File: src/rtl/spi_ctrl_pkg.sv
// -----------------------------------------------------------------------------
// spi_ctrl_pkg
// Shared types for the SPI command path: scheduler FSM states, the latched
// command record handed to SPI_driver, and the register byte width.
// -----------------------------------------------------------------------------
package spi_ctrl_pkg;

    localparam int unsigned SPI_BYTE_W = 8;

    typedef enum logic [2:0] {
        IDLE  = 3'd0,
        ISSUE = 3'd1,
        WAIT  = 3'd2,
        RESP  = 3'd3,
        GAP   = 3'd4
    } sched_state_t;

    typedef struct packed {
        logic                  is_write;
        logic [SPI_BYTE_W-1:0] addr;
        logic [SPI_BYTE_W-1:0] wdata;
        logic [SPI_BYTE_W-1:0] nregs;
    } spi_cmd_t;

endpackage

File: src/rtl/spi_rr_arbiter.sv
// -----------------------------------------------------------------------------
// spi_rr_arbiter
// Purely combinational round-robin arbiter. The search starts at the requester
// after last_grant and wraps, so the most recently served requester has the
// lowest priority.
//
// Ports:
//   req         in   N_REQ  pending requests
//   last_grant  in   ID_W   index of the previously granted requester
//   gnt         out  N_REQ  one-hot winner (zero when nothing is pending)
//   gnt_id      out  ID_W   index of the winner
//   any         out  1      at least one request pending
// -----------------------------------------------------------------------------
module spi_rr_arbiter #(
    parameter int unsigned N_REQ = 2,
    parameter int unsigned ID_W  = $clog2(N_REQ)
) (
    input  logic [N_REQ-1:0] req,
    input  logic [ID_W-1:0]  last_grant,
    output logic [N_REQ-1:0] gnt,
    output logic [ID_W-1:0]  gnt_id,
    output logic             any
);

    always_comb begin
        logic [31:0]     w_idx;
        logic [ID_W-1:0] w_idx_n;

        gnt     = '0;
        gnt_id  = '0;
        any     = 1'b0;
        w_idx   = '0;
        w_idx_n = '0;
        // Offset 1 is the first candidate; offset N_REQ wraps back to last_grant.
        for (int unsigned k = 1; k <= N_REQ; k++) begin
            w_idx   = (32'(last_grant) + k) % N_REQ;
            w_idx_n = ID_W'(w_idx);
            if (!any && req[w_idx_n]) begin
                any          = 1'b1;
                gnt[w_idx_n] = 1'b1;
                gnt_id       = w_idx_n;
            end
        end
    end

endmodule

File: src/rtl/spi_cmd_scheduler.sv
// -----------------------------------------------------------------------------
// spi_cmd_scheduler
// Shares one SPI_driver between N_REQ requesters. Round-robin picks a pending
// request, the command is latched and strobed into the driver, and the
// scheduler waits for a fresh rising edge of the matching completion flag.
// A per-requester response pulse follows; on timeout the driver is held in
// reset for the enforced inter-command gap.
//
// Ports:
//   clk, rstn                 clock, async active-low reset
//   req_valid/req_ready       per-requester handshake (ready is combinational)
//   req_is_write/addr/wdata/nregs  per-requester command fields, 8 bits each
//   rsp_valid, rsp_timeout    one-cycle completion pulse and its abort flag
//   busy, grant_id            status: not idle, current/last granted index
//   drv_*                     command interface to SPI_driver
//   drv_write_complete/drv_read_complete  driver completion levels
//   drv_rstn                  local driver reset, active-low
// -----------------------------------------------------------------------------
module spi_cmd_scheduler
    import spi_ctrl_pkg::*;
#(
    parameter int unsigned N_REQ          = 2,
    parameter int unsigned TIMEOUT_CYCLES = 4096,
    parameter int unsigned GAP_CYCLES     = 4
) (
    input  logic                          clk,
    input  logic                          rstn,
    input  logic [N_REQ-1:0]              req_valid,
    output logic [N_REQ-1:0]              req_ready,
    input  logic [N_REQ-1:0]              req_is_write,
    input  logic [N_REQ*SPI_BYTE_W-1:0]   req_addr,
    input  logic [N_REQ*SPI_BYTE_W-1:0]   req_wdata,
    input  logic [N_REQ*SPI_BYTE_W-1:0]   req_nregs,
    output logic [N_REQ-1:0]              rsp_valid,
    output logic                          rsp_timeout,
    output logic                          busy,
    output logic [$clog2(N_REQ)-1:0]      grant_id,
    output logic                          drv_new_command,
    output logic                          drv_is_write,
    output logic [SPI_BYTE_W-1:0]         drv_write_register_addr,
    output logic [SPI_BYTE_W-1:0]         drv_write_data,
    output logic [SPI_BYTE_W-1:0]         drv_start_read_register_addr,
    output logic [SPI_BYTE_W-1:0]         drv_num_regs_to_read,
    input  logic                          drv_write_complete,
    input  logic                          drv_read_complete,
    output logic                          drv_rstn
);

    localparam int unsigned ID_W  = $clog2(N_REQ);
    localparam int unsigned CNT_W = $clog2(TIMEOUT_CYCLES + 1);
    localparam int unsigned GAP_W = $clog2(GAP_CYCLES + 1);
    // Terminal values are one below the limit: the counter value seen in the
    // last allowed cycle, before that cycle's increment lands.
    localparam logic [CNT_W-1:0] TO_LAST  = CNT_W'(TIMEOUT_CYCLES - 1);
    localparam logic [GAP_W-1:0] GAP_LAST = GAP_W'(GAP_CYCLES - 1);

    sched_state_t     r_state;
    sched_state_t     w_state_nxt;

    spi_cmd_t         r_cmd;
    spi_cmd_t         w_sel_cmd;
    logic [ID_W-1:0]  r_last_grant;
    logic [ID_W-1:0]  r_grant_id;

    logic [N_REQ-1:0] w_gnt;
    logic [ID_W-1:0]  w_gnt_id;
    logic             w_any;
    logic             w_accept;
    logic             w_zero_len;

    logic             r_wc_q;
    logic             r_rc_q;
    logic             w_flag;
    logic             w_flag_q;
    logic             w_edge;

    logic [CNT_W-1:0] r_to_cnt;
    logic [GAP_W-1:0] r_gap_cnt;
    logic             r_timed_out;

    logic [N_REQ-1:0] r_rsp_valid;
    logic             r_rsp_timeout;
    logic             r_busy;
    logic             r_new_cmd;
    logic             r_drv_rstn;

    // -------------------------------------------------------------------------
    // Arbitration and request selection
    // -------------------------------------------------------------------------
    spi_rr_arbiter #(
        .N_REQ (N_REQ),
        .ID_W  (ID_W)
    ) u_arb (
        .req        (req_valid),
        .last_grant (r_last_grant),
        .gnt        (w_gnt),
        .gnt_id     (w_gnt_id),
        .any        (w_any)
    );

    // Ready is forced low while reset is asserted so requesters never see an
    // offer from a scheduler that is being cleared.
    assign req_ready = (r_state == IDLE && rstn) ? w_gnt : '0;
    assign w_accept  = (r_state == IDLE) && w_any;

    always_comb begin
        w_sel_cmd = '0;
        for (int unsigned i = 0; i < N_REQ; i++) begin
            if (w_gnt_id == ID_W'(i)) begin
                w_sel_cmd.is_write = req_is_write[i];
                w_sel_cmd.addr     = req_addr[i*SPI_BYTE_W +: SPI_BYTE_W];
                w_sel_cmd.wdata    = req_wdata[i*SPI_BYTE_W +: SPI_BYTE_W];
                w_sel_cmd.nregs    = req_nregs[i*SPI_BYTE_W +: SPI_BYTE_W];
            end
        end
    end

    // A read of zero registers needs no bus traffic and is answered directly.
    assign w_zero_len = !w_sel_cmd.is_write && (w_sel_cmd.nregs == '0);

    // -------------------------------------------------------------------------
    // Completion edge detection: only a fresh rising edge of the flag that
    // matches the command type ends WAIT; a level left high by an earlier
    // command is ignored because its registered copy is already high.
    // -------------------------------------------------------------------------
    assign w_flag   = r_cmd.is_write ? drv_write_complete : drv_read_complete;
    assign w_flag_q = r_cmd.is_write ? r_wc_q : r_rc_q;
    assign w_edge   = w_flag && !w_flag_q;

    // -------------------------------------------------------------------------
    // FSM next state
    // -------------------------------------------------------------------------
    always_comb begin
        w_state_nxt = r_state;
        unique case (r_state)
            IDLE: begin
                if (w_accept) begin
                    w_state_nxt = w_zero_len ? RESP : ISSUE;
                end
            end
            ISSUE: w_state_nxt = WAIT;
            WAIT: begin
                // An edge in the final allowed cycle still counts as success.
                if (w_edge || (r_to_cnt == TO_LAST)) begin
                    w_state_nxt = RESP;
                end
            end
            RESP: w_state_nxt = GAP;
            GAP: begin
                if (r_gap_cnt == GAP_LAST) begin
                    w_state_nxt = IDLE;
                end
            end
            default: w_state_nxt = IDLE;
        endcase
    end

    always_ff @(posedge clk or negedge rstn) begin
        if (!rstn) begin
            r_state <= IDLE;
        end else begin
            r_state <= w_state_nxt;
        end
    end

    // -------------------------------------------------------------------------
    // Command latch, grant tracking, counters and registered outputs
    // -------------------------------------------------------------------------
    always_ff @(posedge clk or negedge rstn) begin
        if (!rstn) begin
            r_cmd         <= '0;
            r_last_grant  <= ID_W'(N_REQ - 1);
            r_grant_id    <= '0;
            r_wc_q        <= 1'b0;
            r_rc_q        <= 1'b0;
            r_to_cnt      <= '0;
            r_gap_cnt     <= '0;
            r_timed_out   <= 1'b0;
            r_rsp_valid   <= '0;
            r_rsp_timeout <= 1'b0;
            r_busy        <= 1'b0;
            r_new_cmd     <= 1'b0;
            r_drv_rstn    <= 1'b1;
        end else begin
            r_wc_q <= drv_write_complete;
            r_rc_q <= drv_read_complete;

            if (w_accept) begin
                r_cmd        <= w_sel_cmd;
                r_last_grant <= w_gnt_id;
                r_grant_id   <= w_gnt_id;
                r_timed_out  <= 1'b0;
            end else if (r_state == WAIT && w_state_nxt == RESP) begin
                r_timed_out <= !w_edge;
            end

            r_to_cnt  <= (r_state == WAIT) ? r_to_cnt + 1'b1 : '0;
            r_gap_cnt <= (r_state == GAP) ? r_gap_cnt + 1'b1 : '0;

            r_rsp_valid   <= '0;
            r_rsp_timeout <= 1'b0;
            if (w_state_nxt == RESP) begin
                // From IDLE the grant is being registered this very edge.
                r_rsp_valid   <= (r_state == IDLE) ? w_gnt : (N_REQ'(1) << r_grant_id);
                r_rsp_timeout <= (r_state == WAIT) && !w_edge;
            end

            r_busy     <= (w_state_nxt != IDLE);
            r_new_cmd  <= (w_state_nxt == ISSUE);
            r_drv_rstn <= !((w_state_nxt == GAP) && r_timed_out);
        end
    end

    assign rsp_valid                    = r_rsp_valid;
    assign rsp_timeout                  = r_rsp_timeout;
    assign busy                         = r_busy;
    assign grant_id                     = r_grant_id;
    assign drv_new_command              = r_new_cmd;
    assign drv_is_write                 = r_cmd.is_write;
    assign drv_write_register_addr      = r_cmd.addr;
    assign drv_write_data               = r_cmd.wdata;
    assign drv_start_read_register_addr = r_cmd.addr;
    assign drv_num_regs_to_read         = r_cmd.nregs;
    assign drv_rstn                     = r_drv_rstn;

endmodule

File: config.mk
export PLATFORM = sky130hd
export DESIGN_NAME = spi_cmd_scheduler
export DESIGN_NICKNAME = d
export VERILOG_FILES = /design/src/rtl/spi_ctrl_pkg.sv /design/src/rtl/spi_rr_arbiter.sv /design/src/rtl/spi_cmd_scheduler.sv
export SDC_FILE = /design/constraint.sdc
export NUM_CORES = 1
export LEC_CHECK = 0
export CORE_ASPECT_RATIO = 1.75
export CORE_MARGIN = 2
export CORE_UTILIZATION = 40
export CTS_CLUSTER_SIZE = 20
export DETAILED_ROUTE_END_ITERATION = 6
export GPL_ROUTABILITY_DRIVEN = 1
export GPL_TIMING_DRIVEN = 0
export PLACE_DENSITY = 0.8
export SYNTH_ARGS = -nofsm -noshare
export SYNTH_HDL_FRONTEND = slang
export SYNTH_HIERARCHICAL = 1
export SYNTH_SLANG_ARGS = --single-unit
File: constraint.sdc
create_clock -name clk -period 1.8 [get_ports clk]
set_input_delay 0.18 -clock clk [delete_from_list [all_inputs] [get_ports clk]]
set_output_delay 0.18 -clock clk [all_outputs]
set_load 0.02 [all_outputs]
==> flow_summary.toml <==
[outcome]
status = "finished, final reports clean"

[worst_setup_path]
cp.required_ps = 1620
cp_top_family = "flip-flops"
crit_chain = "buf_4 > a21boi_1 > and3_1 > dlygate4sd2_1"
criticalPathCategory = "reg -> out"
crit_path_max_fanout = 3
critPathArrivalTime_ps = 1550
critPathLaunchType = "flip-flop"
crit_path_top_delay_cell = "dfstp_2"
max_stage_delay_ps = 580
endpoint_kind = "primary output"
cp.buffers_inverters = 2

[power]
cellPowerDensity_mw_per_mm2 = 1520
p_leak_nw = 1.80
peakVddDrop_v = 0.000986
power_mw = 6.16

[synth]
syn_area_mm2 = 0.00263
syn_area_per_cell_um2 = 10.5
synth_commonest_cells = "dfrtp_1 (53), nand2_1 (36), mux2i_1 (26)"
syn_nets = 309
synth_ff_type = "dfrtp_1"
ys_seq_area_frac = 0.524
synthTopCellsByArea = "dfrtp_1 (50%), mux2i_1 (9.9%), nand2_1 (5.1%)"
async_reset_ff_frac = 1.00
yosysTopAreaCellShare = 0.504
synth.distinct_cells = 40
yosysWarnings = 6
yosysMostFrequentCell = "dfrtp_1"
synth_seq_cells = 55
synth_edf_count = 0
syn-instance-count = 250
yosysTopAreaCell = "dfrtp_1"

[drt]
ant_nets = 0
route.met2.wl_mm = 3.84
routed_wl_mm = 6.51
wl_met1_mm = 2.28
drt_iter0_markers = 122
routed-via-count = 2234
drc = 0
highest_layer = "met4"
wl_per_cell_um = 14.6
via_per_inst = 5.02
dr.pass1.iters = 4
wl_met3_um = 255

[clocking]
insertion_delay_ps = 290
cts_tree = "yes"
h-tree-depth = 2
clockRootBuffer = "clkbuf_16"
clk_pin_slew_ps = 70
cts_buffer_depth = 2
cts_buffers = 5
clock_sinks = 55

[final_layout]
stdcell_area_mm2 = 0.00404
final_nets = 421
layout-drive-gt1-share = 0.140
antennaDiodeCount = 0
area_growth_syn_to_layout_pct = 53.5
fill_cells = 551

[sta]
tns_ps = 0
rsz0062_at_grt = "true"
final-hold-violation-count = 0
relSlewSlack = 0.429
finalCritPeriodShare = 0.962
setup_slack_ps = 67.5
slew_violations = 0
tightest_slew_ps = 853
min_period_ps = 1730
skew_ps = 6.03
timing.fmax_mhz = 577
setup_viol = 0

[placement]
place_ws_ps = -521
dpl.hpwl_mm = 4.85
placed_cell_area_mm2 = 0.00372
port_buffers = 97
place.gp.congestion = 0.793

[floorplanning]
initial_core_util = 0.409
die-area_mm2 = 0.00727
die_w_um = 65.3
num_rows = 39
core_mm2 = 0.00644
io_pins = 98
die_h_um = 111

[job]
max-cap-violations = 0

[global_routing]
grt_pass1_wl_mm = 10.9
antenna_found_initial = 0
grt-ovfl-total = 0
grt_pass1_vias = 2317
grt_max_degree = 28
track_usage = 0.190

[worst_hold_path]
min_path_type = "in -> reg"
==> cells in the final DEF (no fill, tap or decap), types with 3 or more instances in the layout <==
cell type and n:
and3_1 3, and4_1 4, buf_12 3, buf_2 4
buf_4 14, buf_6 5, clkbuf_16 5, clkdlybuf4s50_1 94
dfrtp_1 52, ha_1 3, inv_1 6, mux2i_1 26
nand2_1 36, nand3_1 6, nand4_1 6, nor2_1 20
o21ai_0 25, xor2_1 10
==> power by group <==
part           total (mW)  switching (mW)  internal (mW)  leakage (nW)
clock network        1.08           0.425          0.656        0.0838
registers            1.95           0.303           1.64         0.704
logic                3.13            1.59           1.54          1.01
==> what timing repair did <==
item | in CTS | in global routing
setup buffers | 2 | 5
gates resized for setup | 14 | 7
hold buffers | 2 | 0
pin swaps | 3 | 7
hold endpoints to repair | 27 | 0
setup endpoints to repair | 27 | 11
==> cells by family after synthesis <==
group           count (synthesis)  share of synthesized area
simple gates                   94                      0.184
compound gates                 34                     0.0732
fa+ha+maj                       3                     0.0143
flops                          55                      0.524
mux                            26                     0.0989
xor+xnor                       12                     0.0399
buf+inv                        26                     0.0656
==> layer usage <==
metal | up-vias | global-route usage
met5 | - | 0
met4 | 0 | 0.0625
met3 | 10 | 0.0345
met2 | 57 | 0.358
met1 | 1093 | 0.207
li1 | 1074 | -
==> flip-flops by register name, summed over array words and instances, names as in the netlist <==
signal / count
grant_id: 1
r_to_cnt: 13
busy: 1
drv_write_data: 8
r_wc_q: 1
drv_num_regs_to_read: 8
rsp_valid: 2
r_last_grant: 1
drv_new_command: 1
r_timed_out: 1
r_state: 3
drv_is_write: 1
r_gap_cnt: 3
drv_rstn: 1
rsp_timeout: 1
drv_start_read_register_addr: 8
r_rc_q: 1
==> stage by stage <==
step	std cells	utilization	hold slack, ps
2_1_floorplan	250	-	-116
3_5_place_dp	430	0.578	264
3_3_place_gp	429	0.575	389
6_report	445	0.627	361
4_1_cts	442	0.620	362
5_1_grt	445	0.627	348
==> final timing paths <==
kind                                   start           end  slack, ps  depth (start not counted)
max                             r_last_grant  req_ready[1]         70                          4
min                        drv_read_complete        r_rc_q        360                          1
max reg2reg                      r_to_cnt[0]          busy        100                          5
min reg2reg                      r_timed_out      drv_rstn        400                          1
max in group asynchronous               rstn    r_state[2]       1130                          3
min in group asynchronous               rstn      drv_rstn        490                          2
==> layout make-up <==
cell class	instances	area, um^2	share of cell area
repair buffers	107	1070	0.266
well taps	82	103	0.0254
clock buffers	5	125	0.0310
plain buffers	18	140	0.0347
clock inverters	3	43.8	0.0108
flip-flops and latches	55	1380	0.341
multi-input cells	169	1150	0.285
inverters	6	22.5	0.00557
Note: power is estimated with default switching activity, not from simulation.
